`config.mk`:
```
export PLATFORM = sky130hd
export DESIGN_NAME = mc6502_bus_responder
export DESIGN_NICKNAME = d
export VERILOG_FILES = /design/src/rtl/mc6502_bus_responder.sv
export SDC_FILE = /design/constraint.sdc
export NUM_CORES = 1
export LEC_CHECK = 0
export BUFFER_PORTS_ARGS = -buffer_cell sky130_fd_sc_hd__buf_2
export CORE_MARGIN = 2
export CORE_UTILIZATION = 29
export CTS_CLUSTER_DIAMETER = 200
export DETAILED_ROUTE_END_ITERATION = 6
export HOLD_SLACK_MARGIN = 0.12
export SETUP_SLACK_MARGIN = 0.2
export SLEW_MARGIN = 10
export SYNTH_ARGS = -nofsm -noshare
export SYNTH_HDL_FRONTEND = slang
export SYNTH_SLANG_ARGS = --single-unit
```
`constraint.sdc`:
```
create_clock -name clk_1mhz -period 2.8 [get_ports clk_1mhz]
set_clock_uncertainty 0.05 [all_clocks]
set_input_delay 0.56 -clock clk_1mhz [delete_from_list [all_inputs] [get_ports clk_1mhz]]
set_output_delay 0.56 -clock clk_1mhz [all_outputs]
set_load 0.05 [all_outputs]
```
`src/rtl/mc6502_bus_responder.sv`:
```
// mc6502_bus_responder: bus target between an MC6502 core and a 64Kx8 RAM.
// It writes the reset vector into RAM, then releases the CPU from reset.
// While the CPU runs, it arbitrates the RAM port, adds RAM read wait states
// through RDY, and serves a two-byte I/O window (output port and cycle
// counter). It halts the CPU when an opcode fetch returns $FF.
module mc6502_bus_responder #(
    parameter logic [15:0] RESET_VECTOR = 16'h0000,
    parameter int          WAIT_STATES  = 0,
    parameter logic [15:0] IO_ADDR      = 16'hFFF0
) (
    input  logic        clk_1mhz,
    input  logic        rst_x,
    input  logic [15:0] i_ab,
    input  logic        i_rw,
    input  logic        i_sync,
    input  logic [7:0]  i_db_w,
    output logic [7:0]  o_db_r,
    output logic        o_rdy,
    output logic        o_cpu_rst_x,
    output logic [15:0] o_ram_addr,
    output logic [7:0]  o_ram_data,
    output logic        o_ram_write_x,
    input  logic [7:0]  i_ram_data,
    output logic [7:0]  o_port,
    output logic [15:0] o_cycle,
    output logic        o_init_done,
    output logic        o_halt
);

    localparam logic [3:0]  WS     = 4'(WAIT_STATES);
    localparam logic [15:0] IO_HI  = IO_ADDR + 16'd1;
    localparam logic [15:0] VEC_LO = 16'hFFFC;
    localparam logic [15:0] VEC_HI = 16'hFFFD;

    typedef enum logic [2:0] {
        S_INIT_LO,
        S_INIT_HI,
        S_RELEASE,
        S_RUN,
        S_HALT
    } state_t;

    state_t      state_q, state_d;
    logic [3:0]  wcnt_q, wcnt_d;
    logic [15:0] cycle_q, cycle_d;
    logic [7:0]  port_q, port_d;
    logic        cpu_rst_q, cpu_rst_d;

    logic io_lo, io_hi, io_acc, ram_read;

    assign io_lo    = (i_ab == IO_ADDR);
    assign io_hi    = (i_ab == IO_HI);
    assign io_acc   = io_lo | io_hi;
    // A RAM read is the only access that is stretched by wait states.
    assign ram_read = i_rw & ~io_acc;

    assign o_cpu_rst_x = cpu_rst_q;
    assign o_port      = port_q;
    assign o_cycle     = cycle_q;

    // State register: async active-low reset returns to the vector load.
    always_ff @(posedge clk_1mhz or negedge rst_x) begin
        if (!rst_x) begin
            state_q <= S_INIT_LO;
        end else begin
            state_q <= state_d;
        end
    end

    // Next-state logic: fixed init sequence, then RUN until a $FF fetch.
    always_comb begin
        state_d = state_q;
        case (state_q)
            S_INIT_LO: state_d = S_INIT_HI;
            S_INIT_HI: state_d = S_RELEASE;
            S_RELEASE: state_d = S_RUN;
            S_RUN: begin
                if (i_sync && i_rw && o_rdy && (o_db_r == 8'hFF)) begin
                    state_d = S_HALT;
                end
            end
            S_HALT:    state_d = S_HALT;
            default:   state_d = S_INIT_LO;
        endcase
    end

    // Output logic: RAM port mux, RDY generation and status flags.
    always_comb begin
        o_ram_addr    = i_ab;
        o_ram_data    = i_db_w;
        o_ram_write_x = 1'b1;
        o_rdy         = 1'b1;
        o_init_done   = 1'b0;
        o_halt        = 1'b0;
        case (state_q)
            S_INIT_LO: begin
                o_ram_addr    = VEC_LO;
                o_ram_data    = RESET_VECTOR[7:0];
                o_ram_write_x = 1'b0;
            end
            S_INIT_HI: begin
                o_ram_addr    = VEC_HI;
                o_ram_data    = RESET_VECTOR[15:8];
                o_ram_write_x = 1'b0;
            end
            S_RUN: begin
                // I/O addresses never reach RAM as writes.
                o_ram_write_x = io_acc ? 1'b1 : i_rw;
                o_rdy         = ram_read ? (wcnt_q == WS) : 1'b1;
                o_init_done   = 1'b1;
            end
            S_HALT: begin
                o_rdy       = 1'b0;
                o_init_done = 1'b1;
                o_halt      = 1'b1;
            end
            default: begin
                o_ram_write_x = 1'b1;
            end
        endcase
    end

    // Read data mux: I/O window returns counter bytes, otherwise RAM passes through.
    always_comb begin
        if (io_lo) begin
            o_db_r = cycle_q[7:0];
        end else if (io_hi) begin
            o_db_r = cycle_q[15:8];
        end else begin
            o_db_r = i_ram_data;
        end
    end

    // Datapath next-state: wait counter, saturating cycle counter, port, CPU reset.
    always_comb begin
        wcnt_d    = 4'd0;
        cycle_d   = cycle_q;
        port_d    = port_q;
        cpu_rst_d = cpu_rst_q | (state_q == S_RELEASE);
        if (state_q == S_RUN) begin
            if (ram_read && (wcnt_q < WS)) begin
                wcnt_d = wcnt_q + 4'd1;
            end
            if (cycle_q != 16'hFFFF) begin
                cycle_d = cycle_q + 16'd1;
            end
            if (!i_rw && io_lo) begin
                port_d = i_db_w;
            end
        end
    end

    // Datapath registers, all cleared by the async reset.
    always_ff @(posedge clk_1mhz or negedge rst_x) begin
        if (!rst_x) begin
            wcnt_q    <= 4'd0;
            cycle_q   <= 16'd0;
            port_q    <= 8'd0;
            cpu_rst_q <= 1'b0;
        end else begin
            wcnt_q    <= wcnt_d;
            cycle_q   <= cycle_d;
            port_q    <= port_d;
            cpu_rst_q <= cpu_rst_d;
        end
    end

endmodule
```
==> metrics.cfg, run 1 <==
[synth]
synth_commonest_cells=dfrtp_1 (28), nand2_1 (16), or2_2 (15)
synth_ff_type=dfrtp_1
yosys.area.top_type=dfrtp_1
synthMostInstantiatedCell=dfrtp_1
ys_warn_count=0
postSynthCellCount=179
syn-cell-area_mm2=0.00174
syn_nets=216
synth-seq-cells=28
seq_area_frac_synth=0.402
synth_top_area_frac=0.402
synth-edff-count=0
ys_types=35
avgSynthCellArea_um2=9.74
synth_top_cells_by_area=dfrtp_1 (40%), xnor2_1 (7.0%), mux2_4 (6.9%)
async_reset_ff_frac=1.00

[global_routing]
grt_pass1_vias=1602
grt_antenna_before_repair=0
grt_max_degree=29
track_usage=0.161
grt_first_pass_wirelength_um=8110
grt_overflow=0

[worst_setup_path]
worst_ep_arrival_time_ps=1950
cp_slowest_stage_delay_ps=610
cp.required_ps=2190
worst-path-buf-inv=2
critPathTopFamily=simple AND/OR/NAND/NOR gates
cp_max_fo=5
slowest_stage=or4_4
path_cells=buf_2 -> nand4bb_4 -> or4_4 -> nand2_1 -> o21ai_4 -> buf_2
crit_top_cell=buf_2
r2r_slack_ps=760
crit_type=in2out
critPathLaunchType=input pin
crit_path_end_kind=output pin

[cts]
ctsHoldBuffers=0
cts_buffer_depth=2
cts_sinks=28
cts_made_buffers=3
clock_latency_ps=280
cts-htree-levels=1
cts_tree=done
cts-root-buf=clkbuf_8
clk_pin_slew_ps=90

[placement]
portBuffers=96
placed_cell_area_mm2=0.00236
dp_cells=347
dp_hpwl_um=3750
finalWeightedCongestion=0.752

[sta]
max_freq_mhz=391
slew_viol_final=0
rsz0062_at_grt=false
period_share=0.914
finalSetupTns_ps=0
finalSetupViolations=0
max_slew.worst_pin.slew_ps=659
min_period_ps=2560
max_slew_margin=0.555
finalHoldViolCount=0

[route]
antenna_left=0
routed_wl_um=5320
vias=1738
drt_iter0_markers=160
first_pass_iters=4
drc=0
wl_per_cell_um=15.0
vias_per_cell=4.91

[floorplanning]
fp.coreArea_mm2=0.00585
die_area_mm2=0.00665
die_y_um=81.5
io_pins=97
start_util=0.298
row_count=28
die_w_um=81.5

[cells_and_area]
layout.nets=318
drive_above_1_share=0.513
stdcell_area_mm2=0.00250
antenna_cells=0
final_util=0.428
area_growth_syn_to_layout_pct=43.6
fin_cells=354

[pwr]
peakVddDrop_mv=0.269
power_density_mw_per_mm2=566
p_leak_nw=1.29

[run]
maxCapViolations=0

[outcome]
status=finished clean

[min_path]
hold_class=in2async

-- cell families after synthesis --
family,synth area share
buffers and inverters,0.0302
AO/OA/AOI/OAI,0.0818
flip-flops,0.402
multiplexers,0.134
AND/OR/NAND/NOR,0.274
XOR/XNOR,0.0704
adder cells (fa/ha/maj),0.00718
-- cell usage in the layout (no fill, tap or decap), types with 3 or more instances in the layout --
cell,netlist,routed
nand2_1,16,16
and2_1,3,3
nand3_1,9,9
or2_2,15,15
mux2_2,3,3
o21ai_2,0,7
nor2_1,5,5
nand4_1,10,10
inv_1,6,6
or4_4,1,3
clkbuf_8,0,3
and4_1,3,3
a211oi_1,3,3
buf_2,0,87
mux2i_1,8,8
mux2_4,8,8
dfrtp_1,28,28
nor2b_1,9,9
xnor2_1,14,14
buf_4,0,7
buf_6,1,7
and3_1,4,4
-- timing repair --
| action | CTS | global route |
|---|---|---|
| pin swaps | 9 | 2 |
| setup endpoints to repair | 9 | 9 |
| cloned | 2 | 0 |
| resized for setup | 19 | 0 |
| buffers inserted | 0 | 2 |
-- flip-flops by register name (all words and copies together) (netlist names) --
| register | flops |
|---|---|
| o_port | 8 |
| o_cpu_rst_x | 1 |
| state_q | 3 |
| o_cycle | 16 |
-- metal layers --
| layer | up-vias | global-route usage | wire (um) |
|---|---|---|---|
| met1 | 811 | 0.217 | 2340 |
| met4 | 0 | 0.0610 | 102 |
| met5 | - | 0 | 0 |
| met3 | 9 | 0.0110 | 287 |
| met2 | 65 | 0.270 | 2590 |
| li1 | 853 | - | - |
-- worst reg2reg max path: stages, from the launching register on --
cell	delay, ps
dfrtp_1	460
nand3b_1	340
nor3_1	620
nand3_1	170
mux2_2	290
-- area by class of cell --
cell class / instances / area, um^2
Clock buffer: 3 / 41.3
Fill cell: 587 / 3350
Inverter: 6 / 22.5
Multi-Input combinational cell: 141 / 1080
Sequential cell: 28 / 701
Tap cell: 75 / 93.8
Timing Repair Buffer: 101 / 567
-- power breakdown --
part	switching [mW]	leakage, nW	internal, mW
Clock	0.123	0.0216	0.0968
Combinational	0.435	0.903	0.193
Sequential	0.109	0.364	0.460
-- per-stage QoR --
| step | hold WS (ps) | worst slack [ps] | total power, mW |
|---|---|---|---|
| after floorplan | 214 | 208 | 1.01 |
| after global placement | 395 | 108 | 1.19 |
| after detailed placement | 409 | 87.4 | 1.19 |
| after CTS | 264 | 189 | 1.42 |
| after global routing | 284 | 210 | 1.49 |
| final | 244 | 240 | 1.42 |
-- path summary, 6_finish.rpt --
check / to / depth (start not counted) / startpoint
worst max-delay path: o_db_r[6] / 6 / i_ab[2]
worst min-delay path: o_port[1] / 1 / rst_x
worst max register to register: o_cycle[12] / 4 / state_q[2]
worst min register to register: o_cpu_rst_x / 2 / o_cpu_rst_x
max in group asynchronous: o_cycle[15] / 1 / rst_x
min in group clk_1mhz: o_cpu_rst_x / 2 / o_cpu_rst_x
Note: power is estimated with default switching activity, not from simulation.
==> inputs of run 2 (changes only) <==
Settings changed: ABC_AREA set to 1, CAP_MARGIN set to 30.
==> metrics.cfg, run 2 <==
[outcome]
status=finished clean

[cts]
cts_sinks=28
cts_buffer_depth=2
ctsHoldBuffers=0
cts-root-buf=clkbuf_8
post_cts_resized=0
clock_latency_ps=270
cts_made_buffers=3
cts_setup_buffers=0
clk_pin_slew_ps=90
cts-htree-levels=1
cts_tree=done

[synth]
yosys.area.top_type=dfrtp_1
synth-seq-cells=28
avgSynthCellArea_um2=7.40
synth_commonest_cells=nand2_1 (57), inv_1 (37), dfrtp_1 (28)
synth_top_cells_by_area=dfrtp_1 (37%), nand2_1 (11%), inv_1 (7.4%)
syn-cell-area_mm2=0.00187
synth_top_area_frac=0.374
synth_ff_type=dfrtp_1
async_reset_ff_frac=1.00
postSynthCellCount=253
synth-edff-count=0
ys_types=31
synthMostInstantiatedCell=nand2_1
syn_nets=290
seq_area_frac_synth=0.374
ys_warn_count=0

[floorplanning]
die_y_um=84.4
row_count=29
io_pins=97
fp.coreArea_mm2=0.00631
die_w_um=84.4
die_area_mm2=0.00712
start_util=0.297

[worst_setup_path]
cp-startpoint=i_ab[13]
critPathLaunchType=input pin
crit_top_cell=buf_2
path_cells=buf_2 -> nand4_2 -> nor2_8 -> nand2_2 -> inv_2 -> nand2_1 -> o21ai_1 -> buf_2
cp.required_ps=2190
cp_max_fo=11
crit_type=in2out
slowest_stage=buf_2
cp_slowest_stage_delay_ps=300
worst-path-buf-inv=3
critPathTopFamily=simple AND/OR/NAND/NOR gates
timing.rr.start=o_cycle[0]
crit_path_end_kind=output pin
worst_ep_arrival_time_ps=1870

[cells_and_area]
multi_input_area_um2=968
area_growth_syn_to_layout_pct=32.0
layout.nets=387
ff_latch_area_um2=701
drive_above_1_share=0.443
largest_register_ffs=16
fillers=680
final_cell_mix=buf_2 (94), nand2_1 (57), inv_1 (37), dfrtp_1 (28), nor2_1 (22)
layout_commonest_cell=buf_2
final_util=0.392
antenna_cells=0

[route]
drc=0
wl_per_cell_um=12.0
vias=1879
first_pass_iters=5
vias_per_cell=4.42
antenna_left=0
drt_iter0_markers=91
routed_wl_um=5100

[global_routing]
gr-usage-met1=0.190
grt_first_pass_wirelength_um=8650
grt_pass1_vias=1842
grt_overflow=0
grt_antenna_before_repair=0
globalRouteMet2Util=0.251
grt_max_degree=29
grt_busiest_layer=met2
grt_use_met3=0.0305
track_usage=0.147

[sta]
rsz0062_at_grt=false
period_share=0.885
max_freq_mhz=404
min_period_ps=2480
slew_viol_final=0
max_slew.worst_pin.slew_ps=631
finalSetupViolations=0
max_slew_margin=0.579
finalHoldViolCount=0
finalSetupTns_ps=0

[placement]
portBuffers=96
dp_hpwl_um=4150
finalWeightedCongestion=0.850

[pwr]
peakVddDrop_mv=0.423
power_density_mw_per_mm2=835
p_leak_nw=1.48

[min_path]
hold_class=in2async

[run]
maxCapViolations=0

run 2: power breakdown:
part	total [mW]	internal, mW	switching [mW]
sequential	0.553	0.467	0.0857
clock	0.220	0.0966	0.124
combinational	1.29	0.306	0.986
run 2: cells by family after synthesis:
kind of cell / share of synthesized area
simple gates: 0.390
buf+inv: 0.109
flops: 0.374
compound gates: 0.0501
xor+xnor: 0.0701
fa+ha+maj: 0.00668
run 2: stage by stage:
step / area [um^2] / hold WS (ps) / power, mW / cells / setup WS [ps]
final: 2470 / 246 / 2.07 / 425 / 322
after global placement: 2430 / 398 / 1.85 / 422 / 365
after CTS: 2470 / 274 / 2.09 / 425 / 306
after global routing: 2470 / 299 / 2.20 / 425 / 209
after floorplan: 1870 / 214 / 1.56 / 253 / 237
after detailed placement: 2430 / 408 / 1.87 / 422 / 312
run 2: worst paths after layout:
| check | to | depth (start not counted) | slack [ps] |
|---|---|---|---|
| worst max-delay path | o_db_r[5] | 8 | 320 |
| worst min-delay path | o_cycle[14] | 1 | 250 |
| worst max register to register | o_cycle[14] | 11 | 890 |
| worst min register to register | o_cpu_rst_x | 2 | 420 |
| max in group asynchronous | o_cycle[11] | 1 | 2040 |
| min in group clk_1mhz | o_cpu_rst_x | 2 | 420 |
run 2: per-layer routing:
layer | part of all wire | vias to the layer above
met5 | 0 | -
met4 | 0.0045 | 0
met3 | 0.084 | 2
met2 | 0.47 | 74
met1 | 0.44 | 850
li1 | - | 953
run 2: final cells by class:
cell class                      count  share of cell area
Tap cell                           77              0.0390
Timing Repair Buffer               97               0.199
Sequential cell                    28               0.283
Multi-Input combinational cell    174               0.392
Clock buffer                        3              0.0167
Inverter                           46              0.0698
==> inputs of run 3 (changes only) <==
Settings changed: CORE_UTILIZATION 29 to 45, CTS_CLUSTER_SIZE set to 12, PLACE_DENSITY set to 0.8.
==> metrics.cfg, run 3 (synthesized netlist as in run 2, its figures left out) <==
[outcome]
status=finished clean

[cells_and_area]
antenna_cells=0
stdcell_area_mm2=0.00244
fin_cells=398
layout.nets=387
final_cell_mix=buf_2 (95), nand2_1 (57), inv_1 (37), dfrtp_1 (28), nor2_1 (22)
largest_register_ffs=16
drive_above_1_share=0.443
fillers=379
area_growth_syn_to_layout_pct=30.1
layout_commonest_cell=buf_2

[floorplanning]
die_area_mm2=0.00469
io_pins=97
die_y_um=68.5
start_util=0.468
row_count=23
die_w_um=68.5
fp.coreArea_mm2=0.00400

[cts]
clock_latency_ps=270
cts-htree-levels=1
cts_buffer_depth=2
cts_made_buffers=3
cts_sinks=28
cts-root-buf=clkbuf_8
cts_tree=done
ctsHoldBuffers=0
clk_pin_slew_ps=90

[sta]
max_freq_mhz=408
min_period_ps=2450
finalSetupTns_ps=0
period_share=0.874
rsz0062_at_grt=false
max_slew.worst_pin.slew_ps=641
slew_viol_final=0
holdWs_ps=250
finalSetupViolations=0
max_slew_margin=0.573
finalHoldViolCount=0

[global_routing]
grt_first_pass_wirelength_um=7320
grt_pass1_vias=1642
track_usage=0.206
grt_antenna_before_repair=0
grt_max_degree=29
grt_overflow=0

[worst_setup_path]
worst-path-buf-inv=3
crit_path_end_kind=output pin
cp.required_ps=2190
cp_slowest_stage_delay_ps=290
worst_ep_arrival_time_ps=1840
r2r_slack_ps=830
cp_max_fo=11
crit_type=in2out
critPathLaunchType=input pin
crit_cells=8
crit_top_cell=buf_2
worstSetupEndpoint=o_db_r[5]
r2r_cells=11
path_cells=buf_2 -> nand4_2 -> nor2_8 -> nand2_2 -> inv_2 -> nand2_1 -> o21ai_1 -> buf_2
slowest_stage=buf_2
reg2reg_to=o_cycle[14]
timing.rr.start=o_cycle[0]
cp-startpoint=i_ab[13]
critPathTopFamily=simple AND/OR/NAND/NOR gates

[min_path]
hold_class=in2async

[route]
vias_per_cell=4.71
first_pass_iters=4
wl_per_cell_um=11.9
drt_iter0_markers=80
drc=0
antenna_left=0
routed_wl_um=4750
vias=1874

[placement]
finalWeightedCongestion=0.834
placed_cell_area_mm2=0.00239
dp_cells=395
dp_hpwl_um=3880
portBuffers=96

[run]
maxCapViolations=0

[pwr]
peakVddDrop_mv=0.644
power_density_mw_per_mm2=842
p_leak_nw=1.48
report.power.total_mw=2.05

[run 3: cell types whose count changed in the layout (fill, tap and decap cells not counted), sizes merged]
cell and change:
buf +1, clkbuf -1
[run 3: how the worst min path moves through the flow]
stage	to	slack (ps)	cells after the start
floorplan	o_cpu_rst_x	210	0
global placement	o_cpu_rst_x	390	2
detailed placement	o_cpu_rst_x	400	2
CTS	o_cycle[15]	270	1
global route	o_cycle[15]	290	1
finish	o_cycle[15]	250	1
[run 3: metrics by stage]
step | util | setup WS (ps)
6_report | 0.609 | 352
2_1_floorplan | - | 237
3_5_place_dp | 0.598 | 353
4_1_cts | 0.608 | 349
3_3_place_gp | 0.598 | 396
5_1_grt | 0.609 | 208
[run 3: repair_timing]
item	4_1_cts	5_1_grt
buffers inserted	0	0
gates resized for setup	0	1
setup endpoints to repair	0	1
[run 3: area by class of cell]
| class | count | area [um^2] | share of cell area |
|---|---|---|---|
| multi-input combinational | 174 | 968 | 0.398 |
| timing repair buffer | 97 | 490 | 0.201 |
| clock buffer | 3 | 41.3 | 0.0169 |
| sequential | 28 | 701 | 0.288 |
| tap | 50 | 62.6 | 0.0257 |
| inverter | 46 | 173 | 0.0709 |
[run 3: metal layers]
layer | part of all wire | vias to the layer above | track usage
met5 | 0 | - | 0
met3 | 0.086 | 6 | 0.0227
met4 | 0.014 | 0 | 0.0625
li1 | - | 952 | -
met1 | 0.42 | 833 | 0.253
met2 | 0.48 | 83 | 0.376
[run 3: where the power goes]
part           switching, mW  internal, mW
combinational          0.977         0.306
clock                  0.118        0.0965
sequential            0.0870         0.467
